<file path="config.mk">
export PLATFORM = sky130hd
export DESIGN_NAME = mlp_bias_act_quant
export DESIGN_NICKNAME = d
export VERILOG_FILES = /design/src/rtl/mlp_bias_act_quant.sv
export SDC_FILE = /design/constraint.sdc
export NUM_CORES = 1
export LEC_CHECK = 0
export CORE_ASPECT_RATIO = 0.5
export CORE_UTILIZATION = 55
export CTS_CLUSTER_DIAMETER = 80
export DETAILED_ROUTE_END_ITERATION = 8
export PLACE_DENSITY = 0.87
export SLEW_MARGIN = 20
export SYNTH_ARGS = -nofsm -noshare
export SYNTH_HDL_FRONTEND = slang
export SYNTH_SLANG_ARGS = --single-unit
</file>
<file path="constraint.sdc">
create_clock -name clk -period 5.3 [get_ports clk]
set_input_delay 1.06 -clock clk [delete_from_list [all_inputs] [get_ports clk]]
set_output_delay 1.06 -clock clk [all_outputs]
set_load 0.02 [all_outputs]
</file>
<file path="src/rtl/mlp_bias_act_quant.sv">
`default_nettype none
// ============================================================================
// Module      : mlp_bias_act_quant
// Description : Bias add, round-half-up arithmetic shift, optional ReLU and
//               signed saturation; 3-stage valid/ready pipeline.
// Revision    : 1.0 - initial release
// ============================================================================
module mlp_bias_act_quant #(
    parameter int ACC_WIDTH   = 32,
    parameter int BIAS_WIDTH  = 16,
    parameter int OUT_WIDTH   = 8,
    parameter int SHIFT_WIDTH = 6
) (
    input  logic                   clk,
    input  logic                   rst_n,
    input  logic                   in_valid,
    output logic                   in_ready,
    input  logic [ACC_WIDTH-1:0]   acc_in,
    input  logic [BIAS_WIDTH-1:0]  bias_in,
    input  logic [SHIFT_WIDTH-1:0] shift,
    input  logic                   relu_en,
    output logic                   out_valid,
    input  logic                   out_ready,
    output logic [OUT_WIDTH-1:0]   out_data,
    output logic                   out_sat,
    output logic                   sat_sticky,
    input  logic                   clr_sat
);

    localparam int c_shw = $clog2(ACC_WIDTH + 1);
    localparam logic signed [ACC_WIDTH:0] c_res_max =
        {{(ACC_WIDTH - OUT_WIDTH + 2){1'b0}}, {(OUT_WIDTH - 1){1'b1}}};
    localparam logic signed [ACC_WIDTH:0] c_res_min =
        {{(ACC_WIDTH - OUT_WIDTH + 2){1'b1}}, {(OUT_WIDTH - 1){1'b0}}};
    localparam logic [OUT_WIDTH-1:0] c_out_max = {1'b0, {(OUT_WIDTH - 1){1'b1}}};
    localparam logic [OUT_WIDTH-1:0] c_out_min = {1'b1, {(OUT_WIDTH - 1){1'b0}}};

    logic                          w_adv1, w_adv2, w_adv3;
    logic                          r_v1, r_v2, r_v3;
    logic signed [ACC_WIDTH:0]     r_sum1, r_res2;
    logic [SHIFT_WIDTH-1:0]        r_shift1;
    logic                          r_relu1, r_relu2;
    logic [OUT_WIDTH-1:0]          r_data3;
    logic                          r_sat3, r_sticky;

    logic signed [ACC_WIDTH:0]     w_sum;
    logic [c_shw-1:0]              w_sh;
    logic signed [ACC_WIDTH+1:0]   w_rnd;
    logic signed [ACC_WIDTH:0]     w_res;
    logic [OUT_WIDTH-1:0]          w_data;
    logic                          w_sat;

    // Each stage moves when it is empty or its successor moves, so bubbles collapse.
    assign w_adv3   = !r_v3 | out_ready;
    assign w_adv2   = !r_v2 | w_adv3;
    assign w_adv1   = !r_v1 | w_adv2;
    assign in_ready = w_adv1;

    assign w_sum = $signed({acc_in[ACC_WIDTH-1], acc_in})
                 + $signed({{(ACC_WIDTH + 1 - BIAS_WIDTH){bias_in[BIAS_WIDTH-1]}}, bias_in});

    always_comb begin
        w_sh  = '0;
        w_rnd = '0;
        if (int'(r_shift1) >= ACC_WIDTH) begin
            w_sh = c_shw'(ACC_WIDTH);
        end else begin
            w_sh = c_shw'(r_shift1);
        end
        if (w_sh != '0) begin
            w_rnd[w_sh - 1'b1] = 1'b1;
        end
        // After a shift of at least one the extra headroom bit is redundant.
        w_res = (ACC_WIDTH + 1)'(($signed({r_sum1[ACC_WIDTH], r_sum1}) + w_rnd) >>> w_sh);
    end

    always_comb begin
        w_data = r_res2[OUT_WIDTH-1:0];
        w_sat  = 1'b0;
        if (r_relu2 && r_res2[ACC_WIDTH]) begin
            w_data = '0;
        end else if (r_res2 > c_res_max) begin
            w_data = c_out_max;
            w_sat  = 1'b1;
        end else if (r_res2 < c_res_min) begin
            w_data = c_out_min;
            w_sat  = 1'b1;
        end
    end

    always_ff @(posedge clk or negedge rst_n) begin
        if (!rst_n) begin
            r_v1     <= 1'b0;
            r_v2     <= 1'b0;
            r_v3     <= 1'b0;
            r_sum1   <= '0;
            r_shift1 <= '0;
            r_relu1  <= 1'b0;
            r_res2   <= '0;
            r_relu2  <= 1'b0;
            r_data3  <= '0;
            r_sat3   <= 1'b0;
        end else begin
            if (w_adv1) begin
                r_v1 <= in_valid;
                if (in_valid) begin
                    r_sum1   <= w_sum;
                    r_shift1 <= shift;
                    r_relu1  <= relu_en;
                end
            end
            if (w_adv2) begin
                r_v2 <= r_v1;
                if (r_v1) begin
                    r_res2  <= w_res;
                    r_relu2 <= r_relu1;
                end
            end
            if (w_adv3) begin
                r_v3 <= r_v2;
                if (r_v2) begin
                    r_data3 <= w_data;
                    r_sat3  <= w_sat;
                end
            end
        end
    end

    // A saturated transfer takes priority over a simultaneous clear.
    always_ff @(posedge clk or negedge rst_n) begin
        if (!rst_n) begin
            r_sticky <= 1'b0;
        end else if (r_v3 && out_ready && r_sat3) begin
            r_sticky <= 1'b1;
        end else if (clr_sat) begin
            r_sticky <= 1'b0;
        end
    end

    assign out_valid  = r_v3;
    assign out_data   = r_data3;
    assign out_sat    = r_sat3;
    assign sat_sticky = r_sticky;

endmodule
`default_nettype wire

</file>
==> flow_summary.yaml <==
sta:
  rsz0062_at_grt: "true"
  tightest_slew_ns: 0.707
  max_freq_ghz: 0.192
  slew_violations: 0
  layout_setup_ws_ns: 0.104
  min_period_over_period_pct: 98.0
  min_period_ns: 5.20
  finalSetupViolations: 0
  timing.slew.headroom_pct: 52.7
  worst_hold_slack_ns: 0.486
  fin_worst_skew_ns: 0.00891
  hold_violations: 0
run:
  maxCapViolCount: 0
power_and_ir_drop:
  power_frac_comb_pct: 56.7
  vdd.ir_drop.worst_mv: 0.206
  power.density_mw_per_mm2: 371
  p_seq_share_pct: 26.2
  power_leakage_nw: 4.64
  switching_share_pct: 46.7
  p_int_mw: 2.16
  pwr-share-clk_pct: 17.1
  p_switching_mw: 1.89
logic_synthesis:
  synth_edf_count: 0
  synth.avg_cell_area_um2: 7.60
  yosysSeqAreaShare_pct: 23.2
  synth_top_area_share_pct: 23.2
  synthMuxAreaShare_pct: 5.39
  syn_nets: 1365
  post-synth-top-count-cell: "nor2_1"
  yosysWarnings: 0
  synth-compound-area-share_pct: 31.5
  synth_cells: 1237
  synth_largest_area_cell: "dfrtp_1"
  async_flop_share_pct: 100
  syn_area_mm2: 0.00940
  synth_top_family_by_area: "compound AO/OA/AOI/OAI gates"
  yosys-top-cells-area: "dfrtp_1, ha_1, nor2_1"
  synth_seq_cells: 87
  synth-simple-area-share_pct: 22.0
  netlist-cell-type-count: 84
  yosys.area_share.xor_xnor_pct: 5.36
  synth_fa_ha_area_share_pct: 9.21
  synth_common_cells: "nor2_1, nand2_1, a21oi_1"
  ys.flop_type: "dfrtp_1"
cells_and_area:
  fin_area_mm2: 0.0109
  area_growth_pct: 16.0
  diodes: 0
  finalNetCount: 1429
  final_util_pct: 65.9
  drive_above_1_share_pct: 10.2
  layout.cells.non_filler: 1533
worst_hold_path:
  hp-start: "out_data[3]$_DFFE_PN0P_"
  hp-class: "register to register"
global_routing:
  grt_max_degree: 52
  busiest_layer: "met2"
  grt_use_total_pct: 33.7
  use_met1_pct: 47.5
  gr-total-overflow: 0
  grtUsageMet2_pct: 53.3
  grt_pass1_vias: 8927
  met3_usage_pct: 4.83
  grt_pass1_wl_um: 47400
  antenna_found_initial: 0
die:
  fp.dieW_um: 187
  dieHeight_um: 94.4
  die-area_mm2: 0.0176
  ios: 72
  initial_core_util_pct: 56.8
  rows: 33
  core-area_mm2: 0.0166
worst_setup_path:
  endpoint_kind: "register"
  r2r-start: "r_shift1[1]$_DFFE_PN0P_"
  worstSetupStartpoint: "r_shift1[1]$_DFFE_PN0P_"
  cpMostUsedCell: "nor2_1"
  rrSetupSlack_ns: 0.10
  critical_path_arrival_ns: 5.49
  cp_max_fo: 8
  worstSetupPathType: "register to register"
  crit_chain: "nor2b_2 > inv_1 > ha_2 > mux2i_1 > nor2_1 > a211oi_1 > a211o_2 > nor2_1 > ha_1 > nand4_1 > nor2_1 > o2111a_1 > o21a_1 > o21ai_0 > o32ai_1 > a211oi_4 > mux2_2 > mux2_4 > mux2i_4 > a221o_1"
  critPathRequiredTime_ns: 5.59
  startpoint_type: "register"
  slowest_delay_ns: 0.45
  slowest_stage: "dfrtp_2"
placement:
  dp_hpwl_um: 23000
  portBuffers: 71
  dp_slack_ns: 0.0726
  dpl_cell_area_mm2: 0.0105
  place_congestion: 1.05
  dp.cells: 1514
clock_network:
  cts_buffer_depth: 2
  cts.sinks: 87
  cts_tree: "built"
  htreeDepth: 3
  cts_root_buf: "clkbuf_16"
  cts_hold_buffers: 0
  clk_latency_ns: 0.36
  clk_pin_slew_ns: 0.08
  numCtsBuffers: 9
detailed_routing:
  via_per_inst: 6.50
  firstDrtPassIters: 6
  ant_nets: 0
  routed_wl_um: 29900
  vias: 9969
  route.detailed.drc: 0
  routedWlPerCell_um: 19.5
  drtIter0Drc: 1016
outcome:
  status: "finished, final reports clean"
==> logic make-up after synthesis <==
| logic type | Yosys count |
|---|---|
| AND/OR/NAND/NOR | 450 |
| multiplexers | 46 |
| buffers and inverters | 80 |
| other | 1 |
| AO/OA/AOI/OAI | 450 |
| XOR/XNOR | 55 |
| adder cells (fa/ha/maj) | 68 |
| flip-flops | 87 |
==> flip-flops by register name, indices dropped and copies added, names as in the netlist <==
| name | cells |
|---|---|
| sat_sticky | 1 |
| r_res2 | 33 |
| out_data | 8 |
| out_sat | 1 |
| r_v2 | 1 |
| r_relu1 | 1 |
| out_valid | 1 |
| r_v1 | 1 |
| r_sum1 | 33 |
| r_relu2 | 1 |
| r_shift1 | 6 |
==> metrics by stage <==
stage	power [mW]	TNS (ns)
after CTS	3.94	0
after floorplan	2.55	0
after global routing	4.30	-0.00745
final	4.05	0
after global placement	3.20	0
after detailed placement	3.24	0
==> power by group through the flow <==
stage          registers (mW)  logic [mW]  clock network, mW
3_5_place_dp             1.07        2.18                  0
2_1_floorplan            1.04        1.50                  0
6_report                 1.06        2.30              0.692
5_1_grt                  1.09        2.48              0.725
4_1_cts                  1.05        2.19              0.693
3_3_place_gp             1.06        2.14                  0
==> layer usage <==
| layer | routed length [um] | part of all wire, % |
|---|---|---|
| met4 | 924 | 3.1 |
| met3 | 2230 | 7.4 |
| met5 | 0 | 0 |
| met2 | 12900 | 43 |
| met1 | 13800 | 46 |
==> critical path: cells and delay by family, from the launching register on <==
family,cells,cell delay (ns)
mux,4,1.01
compound gates,8,2.02
buf+inv,1,0.11
simple gates,5,0.83
flops,1,0.45
fa+ha+maj,2,0.69
==> cell usage in the layout (no fill, tap or decap), types with 6 or more instances in the layout <==
cell	Yosys	final
inv_1	16	16
a31oi_1	19	18
mux2i_1	30	27
nand2b_1	21	21
clkbuf_16	0	9
dfrtp_1	87	85
and2_1	10	9
ha_1	66	64
nor2b_1	14	12
o22a_1	11	11
nor2_1	148	147
nor4_1	16	16
mux2_2	13	13
buf_4	0	47
nor3_1	20	18
o221ai_1	6	6
o22ai_1	10	10
a21o_1	31	31
o21ai_1	4	6
o21a_1	11	11
a21oi_1	109	108
nand2_1	144	143
or3_1	9	9
o211ai_1	18	18
a211o_1	15	14
xnor2_1	28	28
o31ai_1	7	7
and3_1	8	8
nand4_1	16	16
clkdlybuf4s50_1	0	70
a211oi_1	35	34
nand3_1	21	21
o21ai_0	108	106
xor2_1	24	22
==> worst paths after layout <==
| path | end | depth (start not counted) |
|---|---|---|
| setup / recovery | r_res2[17]$_DFFE_PN0P_ | 20 |
| hold / removal | out_data[3]$_DFFE_PN0P_ | 2 |
| setup reg to reg | r_res2[17]$_DFFE_PN0P_ | 20 |
| hold reg to reg | out_data[3]$_DFFE_PN0P_ | 2 |
| max in group asynchronous | r_shift1[0]$_DFFE_PN0P_ | 2 |
| min in group asynchronous | r_res2[4]$_DFFE_PN0P_ | 1 |
==> layout make-up <==
| type | count | area [um^2] |
|---|---|---|
| fillers | 1418 | 5650 |
| multi-input cells | 1070 | 7020 |
| clock inverters | 6 | 75.1 |
| well taps | 227 | 284 |
| inverters | 16 | 60.1 |
| clock buffers | 10 | 229 |
| repair buffers | 117 | 1050 |
| flip-flops and latches | 87 | 2180 |
==> what timing repair did <==
| item | 4_1_cts | 5_1_grt |
|---|---|---|
| buffers inserted | 0 | 3 |
| pin swaps | 0 | 4 |
| endpoints found under the setup margin | 3 | 33 |
| resized for setup | 2 | 25 |
(Power assumes the default switching activity.)
